--- config.mk ---
export PLATFORM = sky130hd
export DESIGN_NAME = ram8_clr
export DESIGN_NICKNAME = d
export VERILOG_FILES = /design/src/rtl/ram8_pkg.sv /design/src/rtl/ram8_clr_mux8way16.sv /design/src/rtl/ram8_clr_register16.sv /design/src/rtl/ram8_clr.sv
export SDC_FILE = /design/constraint.sdc
export NUM_CORES = 1
export LEC_CHECK = 0
export CAP_MARGIN = 20
export CORE_MARGIN = 2
export CORE_UTILIZATION = 50
export CTS_CLUSTER_DIAMETER = 30
export DETAILED_ROUTE_END_ITERATION = 8
export DONT_BUFFER_PORTS = 1
export GPL_TIMING_DRIVEN = 0
export HOLD_SLACK_MARGIN = 0.1
export REMOVE_ABC_BUFFERS = 1
export SETUP_SLACK_MARGIN = 0.3
export SKIP_LAST_GASP = 1
export SLEW_MARGIN = 5
export SYNTH_ARGS = -nofsm -noshare
export SYNTH_HDL_FRONTEND = slang
export SYNTH_SLANG_ARGS = --single-unit
--- constraint.sdc ---
create_clock -name clk -period 5.7 [get_ports clk]
set_clock_uncertainty 0.2 [all_clocks]
set_input_delay 0.57 -clock clk [delete_from_list [all_inputs] [get_ports clk]]
set_output_delay 0.57 -clock clk [all_outputs]
set_load 0.03 [all_outputs]
--- src/rtl/ram8_pkg.sv ---
// ram8_pkg -- shared constants and types for the eight-word clearable RAM.
//
// Contents:
//   DEFAULT_WIDTH  default data word width in bits
//   ADDR_W         address width (3 bits selects one of eight words)
//   NUM_WORDS      number of words in the bank
//   state_t        clear-sweep FSM state {IDLE, CLEAR}
//   decode_onehot  address to one-hot word-select decode
package ram8_pkg;

  localparam int DEFAULT_WIDTH = 16;
  localparam int ADDR_W        = 3;
  localparam int NUM_WORDS     = 8;

  typedef enum logic {
    IDLE  = 1'b0,
    CLEAR = 1'b1
  } state_t;

  // Exactly one bit set, at the position given by the address.
  function automatic logic [NUM_WORDS-1:0] decode_onehot(input logic [ADDR_W-1:0] addr);
    logic [NUM_WORDS-1:0] sel;
    sel       = '0;
    sel[addr] = 1'b1;
    return sel;
  endfunction

endpackage : ram8_pkg

--- src/rtl/ram8_clr_mux8way16.sv ---
// Mux8Way16 -- eight-input WIDTH-bit multiplexer used as the RAM read path.
//
// Ports:
//   a..h  data inputs, selected by sel = 0..7 respectively
//   sel   3-bit select
//   out   selected input, purely combinational
module Mux8Way16 #(
  parameter int WIDTH = 16
) (
  input  logic [WIDTH-1:0] a,
  input  logic [WIDTH-1:0] b,
  input  logic [WIDTH-1:0] c,
  input  logic [WIDTH-1:0] d,
  input  logic [WIDTH-1:0] e,
  input  logic [WIDTH-1:0] f,
  input  logic [WIDTH-1:0] g,
  input  logic [WIDTH-1:0] h,
  input  logic [2:0]       sel,
  output logic [WIDTH-1:0] out
);

  always_comb begin
    out = '0;
    case (sel)
      3'd0: out = a;
      3'd1: out = b;
      3'd2: out = c;
      3'd3: out = d;
      3'd4: out = e;
      3'd5: out = f;
      3'd6: out = g;
      3'd7: out = h;
      default: out = '0;
    endcase
  end

endmodule : Mux8Way16

--- src/rtl/ram8_clr_register16.sv ---
// register16 -- one RAM word: a WIDTH-bit register with load enable and
// asynchronous active-high reset to zero.
//
// Ports:
//   clk    rising-edge clock
//   reset  asynchronous active-high reset, clears the stored value
//   load   when high at a rising edge, the register captures in
//   in     data to capture
//   out    current stored value
module register16 #(
  parameter int WIDTH = 16
) (
  input  logic             clk,
  input  logic             reset,
  input  logic             load,
  input  logic [WIDTH-1:0] in,
  output logic [WIDTH-1:0] out
);

  logic [WIDTH-1:0] value_reg;

  always_ff @(posedge clk or posedge reset) begin
    if (reset) begin
      value_reg <= '0;
    end else if (load) begin
      value_reg <= in;
    end
  end

  assign out = value_reg;

endmodule : register16

--- src/rtl/ram8_clr.sv ---
// ram8_clr -- eight-word RAM with a combinational read port, a single write
// port and a self-timed clear sweep that zeroes one word per cycle.
//
// Ports:
//   clk      rising-edge clock
//   reset    asynchronous active-high reset; zeroes all words, aborts a sweep
//   in       write data
//   load     write enable for word[address] (ignored while busy)
//   address  word select for both read and write
//   clear    request a full-bank clear sweep (ignored while busy)
//   out      word[address], zero-latency read
//   busy     high for the eight cycles of a clear sweep
module ram8_clr
  import ram8_pkg::*;
#(
  parameter int WIDTH = DEFAULT_WIDTH
) (
  input  logic              clk,
  input  logic              reset,
  input  logic [WIDTH-1:0]  in,
  input  logic              load,
  input  logic [ADDR_W-1:0] address,
  input  logic              clear,
  output logic [WIDTH-1:0]  out,
  output logic              busy
);

  state_t              state_reg, state_next;
  logic [ADDR_W-1:0]   cnt_reg, cnt_next;

  logic [ADDR_W-1:0]   wr_addr;
  logic [WIDTH-1:0]    wr_data;
  logic                wr_en;
  logic [NUM_WORDS-1:0] word_load;
  logic [WIDTH-1:0]    word_q [NUM_WORDS];

  // ---------------------------------------------------------------------
  // Sweep FSM
  // ---------------------------------------------------------------------
  always_ff @(posedge clk or posedge reset) begin
    if (reset) begin
      state_reg <= IDLE;
      cnt_reg   <= '0;
    end else begin
      state_reg <= state_next;
      cnt_reg   <= cnt_next;
    end
  end

  always_comb begin
    state_next = state_reg;
    cnt_next   = cnt_reg;
    case (state_reg)
      IDLE: begin
        if (clear) begin
          state_next = CLEAR;
          cnt_next   = '0;
        end
      end
      CLEAR: begin
        // The counter naturally wraps to 0 on the edge that zeroes the
        // last word, which is also the edge that returns to IDLE.
        cnt_next = cnt_reg + 1'b1;
        if (cnt_reg == ADDR_W'(NUM_WORDS - 1)) begin
          state_next = IDLE;
        end
      end
      default: begin
        state_next = IDLE;
        cnt_next   = '0;
      end
    endcase
  end

  assign busy = (state_reg == CLEAR);

  // ---------------------------------------------------------------------
  // Write path: the sweep owns the single write port while busy, so any
  // user load during that time is simply dropped. A load arriving together
  // with clear in IDLE still writes, because busy is not yet high.
  // ---------------------------------------------------------------------
  assign wr_addr   = busy ? cnt_reg : address;
  assign wr_data   = busy ? '0 : in;
  assign wr_en     = busy | load;
  assign word_load = wr_en ? decode_onehot(wr_addr) : '0;

  generate
    for (genvar gi = 0; gi < NUM_WORDS; gi++) begin : g_word
      register16 #(
        .WIDTH(WIDTH)
      ) u_word (
        .clk   (clk),
        .reset (reset),
        .load  (word_load[gi]),
        .in    (wr_data),
        .out   (word_q[gi])
      );
    end
  endgenerate

  // ---------------------------------------------------------------------
  // Read path
  // ---------------------------------------------------------------------
  Mux8Way16 #(
    .WIDTH(WIDTH)
  ) u_read_mux (
    .a   (word_q[0]),
    .b   (word_q[1]),
    .c   (word_q[2]),
    .d   (word_q[3]),
    .e   (word_q[4]),
    .f   (word_q[5]),
    .g   (word_q[6]),
    .h   (word_q[7]),
    .sel (address),
    .out (out)
  );

endmodule : ram8_clr

Yosys cells after proc, flatten, opt, wreduce, memory -nomap -nowiden. Cells that the tools add are included.

Output and inout port bits: 17. Word-level logic and storage cells: 37. Register bits after elaboration: 132. Input port bits: 23.

$lt $le $gt $ge: 2. Mux-type cells: 11. Reduce and logical (&&, ||, !) cells: 2. Bitwise operators: 2. Eq/ne operators: 9. $add $sub $neg: 1.

Operator list (count): case mux 16 bit (8 select lines) (1); 2-to-1 mux 16 bit (1); equality test 3 bit (second input constant) (5); 2-to-1 mux 8 bit (1); equality test 3 x 2 -> 1 bit (second input constant) (2); 2-to-1 mux 3 bit (2); case mux 3 bit (2 select lines) (1); less-than comparator 3 x 4 -> 1 bit (second input constant) (1); adder 3 x 1 -> 3 bit (second input constant) (1); demux 1 bit (select 3 bit) (1); equality test 3 x 1 -> 1 bit (second input constant) (1); >= comparator 3 x 1 -> 1 bit (second input constant) (1); logical NOT 3 bit (1); 2-to-1 mux 1 bit (3); inequality test 2 bit (second input constant) (1); case mux 1 bit (2 select lines) (1); logical AND 1 bit (1); NOT 1 bit (1); OR 1 bit (1).

Depth between registers and ports, before layout.
Word-level depth: 6. Gate-level depth with buffers: 7. Depth with buffers taken out: 4.

Hierarchy. Synthesis repeated with hierarchy kept, for this count alone.

Cell total of the unflattened synthesis: 512. Area, all modules: 6791.5 µm².

Modules (own cells, without submodules): register16 (area an instance 653.1 µm², seq. area each 400.4 µm², cells each 35, instances 8); Mux8Way16 (area an instance 1114.8 µm², seq. area each 0.0 µm², cells each 177, instances 1); ram8_clr (area an instance 451.7 µm², seq. area each 100.1 µm², cells each 55, instances 1).

Worst setup path after synthesis. Ideal clock, no wire load.

Path kind: input port to output port. Start: in address[2]. End: out out[15]. Path slack: 3.078 ns. Path buffers: 3. Stages on the path: 7. Required time: 4.930 ns. Arrival time: 1.852 ns. Cell sequence: buf_4 buf_2 buf_2 nor2_1 a221oi_1 a21oi_1 nor2_1.

Longest elaborated chain between the ends: 2. Elaborated cells on any way between the ends: 9. Those cells by class: eq/ne: 7; mux: 1; reduce/logical: 1.

Ends and longest elaborated chain: start: declaration (line ram8_clr.sv:22) `input logic [ADDR_W-1:0] address,`; equality test 3 bit, or another cell as far along (line ram8_clr_mux8way16.sv:24) `case (sel)`; case mux 16 bit (8 select lines) (*) (line ram8_clr_mux8way16.sv:24); end: declaration (line ram8_clr.sv:24) `output logic [WIDTH-1:0] out,`.

Every way passes the cells marked *; elsewhere a longest branch is shown, timed or not.

Worst setup path after layout.
Start: in address[1]. End: out out[6].

The elaborated chain is that of the path after synthesis.

==> flow_summary.toml <==
[route]
detail_route.vias_per_cell = 5.66
final_antenna_net_count = 0
number_of_remaining_drc_errors = 0
detail_route.wirelength_um = 14000
detailedRoute.firstIterationViolations = 210
detail_route.first_pass.iterations = 7
routedWlPerCell_um = 18.1
vias = 4373

[power_and_ir_drop]
vdd_drop_max_uv = 312
leakagePower_nw = 3.07
power.total_w = 0.00383
pwr_density_cell_mw_per_mm2 = 549

[synthesis]
ys_types = 35
synth.top_cells.by_area = "dfrtp_1 (54%), o21ai_0 (7.5%), nand2_1 (7.3%)"
ys_seq_area_share_pct = 53.6
synth_async_sr_flop_share_pct = 100
synth.avg_cell_area_um2 = 9.80
synth_enable_flop_cells = 0
syn_inst_count = 629
synth_top_area_share_pct = 53.6
ys_ff_latch = 132
yosys_warning_count = 0
dominantRegCellSynth = "dfrtp_1"
synth.cell_area_mm2 = 0.00616
synth_top_area_cell = "dfrtp_1"

[timing]
maxClockFrequency_ghz = 0.352
worst_slew_margin_rel_pct = 36.4
unrepaired_setup_endpoints_after_global_routing = "false"
final_hold_vio_count = 0
max_slew.worst_pin.slew_ns = 0.953
period_needed_ns = 2.84
timing.final.crit_share_pct = 49.8
timing.setup.tns_ns = 0
finalSetupViolCount = 0
final-max-slew-violation-count = 0

[run]
maxcap_violations = 0

[hold_path]
holdPathEnd = "busy"
hold_path_startpoint = "clear"
hold_path_class = "in -> reg"
hold_depth = 2

[clocking]
cts_max_level = 4
cts-hold-fix-buffers = 2
path_clk_slew_ns = 0.05
cts_inserted_buffers = 17
cts-root-to-sink-buffers = 2
post-cts-setup-buffers = 0
cts_tree = "yes"
tritoncts_num_sinks = 132
postCtsResizedCells = 0
cts.root.buffer_cell = "clkbuf_16"
insertion_delay_ns = 0.42

[critical_path]
timing.rr.start = "busy"
reg2reg_slack_ns = 3.04
cp-startpoint = "address[1]"
crit_path_end_kind = "output pin"
rr_worst_depth = 4
regToRegEndpoint = "g_word[5].u_word.out[1]"
path_max_fanout = 51
criticalPathCategory = "in -> out"
crit_arrival_ns = 2.07
critPathMaxStageDelay_ns = 0.68
critPathSlowestCell = "nor2b_2"
crit_required_ns = 4.93
setup.worst_path.start_class = "input pin"
timing.critical_path.cells = "nor2b_2 -> a22o_1 -> a221oi_1 -> nor2_1"

[grt]
track_usage_pct = 23.4
grt_pass1_vias = 4544
grt_pass1_wl_um = 23600
pin_count_of_the_biggest_net_entering_global_routing = 68
grt_antenna_before_repair = 0
global_route.overflow_total = 0

[placed_design]
place_hpwl_um = 8210
port_buffers = 0
gp_congestion = 0.744

[finish]
finish.utilization_pct = 58.1
nFillCells = 1030
fraction_of_final_layout_cells_with_drive_strength_greater_than_1_pct = 9.74
flip_flop_count_of_the_largest_register_all_copies_and_words_added = 128
num_antenna_cells = 0
num-nets-final = 638
flow.area_growth_from_synthesis_pct = 13.2

[floorplanning]
die-area_mm2 = 0.0132
placementRows = 40
start_util_pct = 51.3
height_of_the_die_um = 115
core_area_mm2 = 0.0120
boundaryPins = 40
die_w_um = 115

[status]
outcome = "finished clean"
## power breakdown
group | leakage [nW] | switching, W | total (W) | internal [W]
logic | 0.947 | 0.000697 | 0.00110 | 0.000406
registers | 1.80 | 0.000205 | 0.00151 | 0.00130
clock network | 0.325 | 0.000390 | 0.00122 | 0.000827
total | 3.07 | 0.00129 | 0.00383 | 0.00254
## cell usage in the layout (no fill, tap or decap), types with 7 or more instances in the layout
cell type	n
nand2_1	120
mux2i_1	31
dfrtp_1	132
mux2_2	7
nor2_1	31
a21oi_1	10
o21ai_0	92
inv_1	30
clkbuf_16	17
nand2b_1	23
a221oi_1	25
a22o_1	11
nand3b_1	7
o21ai_1	22
## metrics by stage
step	instances	instance area [µm²]	setup slack (ns)	hold WS [ns]
2_1_floorplan	585	5910	1.40	0.244
3_3_place_gp	732	6100	0.0657	0.258
3_5_place_dp	739	6300	2.87	0.268
4_1_cts	773	6980	2.87	0.125
5_1_grt	773	6980	2.78	0.154
6_report	773	6980	2.86	0.138
## cell type report
class,count,area (µm²),share of cell area [%]
clock buffers,21,450,6.46
clock inverters,11,205,2.94
inverters,31,121,1.74
multi-input cells,422,2540,36.4
flip-flops and latches,132,3300,47.3
well taps,147,184,2.64
repair buffers,9,175,2.51
## cells in the mapped netlist, types with 7 or more instances
cell type,instances
dfrtp_1,132
nand2_1,120
o21ai_0,92
inv_1,31
mux2i_1,31
nor2_1,31
a221oi_1,25
nand2b_1,23
buf_2,22
o21ai_1,22
clkbuf_1,12
a22o_1,11
a21oi_1,10
mux2_2,7
nand3b_1,7
o22ai_1,7
## routing by layer
metal	GRT usage (%)	part of all wire (%)
met4	7.79	1.0
met2	38.5	49
met5	0	0
met1	30.8	45
met3	5.27	4.7
## worst max-delay path by stage
| stage | end | slack (ns) | cells after the start |
|---|---|---|---|
| 3_3_place_gp | g_word[3].u_word.out[15] | 0.07 | 1 |
| 4_1_cts | out[6] | 2.87 | 4 |
| 2_1_floorplan | busy | 1.40 | 1 |
| 5_1_grt | out[6] | 2.78 | 4 |
| 3_5_place_dp | out[6] | 2.87 | 4 |
| 6_report | out[6] | 2.86 | 4 |
## critical path, delay by kind of cell
| family | cells | cell delay [ns] |
|---|---|---|
| AO/OA/AOI/OAI | 2 | 0.35 |
| AND/OR/NAND/NOR | 2 | 1.13 |
## kinds of logic after synthesis
logic type	after synthesis	synth area share, %
flip-flops	132	53.6
AND/OR/NAND/NOR	202	15.3
adder cells (fa/ha/maj)	2	0.406
AO/OA/AOI/OAI	178	17.7
buffers and inverters	75	5.93
multiplexers	40	7.04
Note: power is estimated with default switching activity, not from simulation.
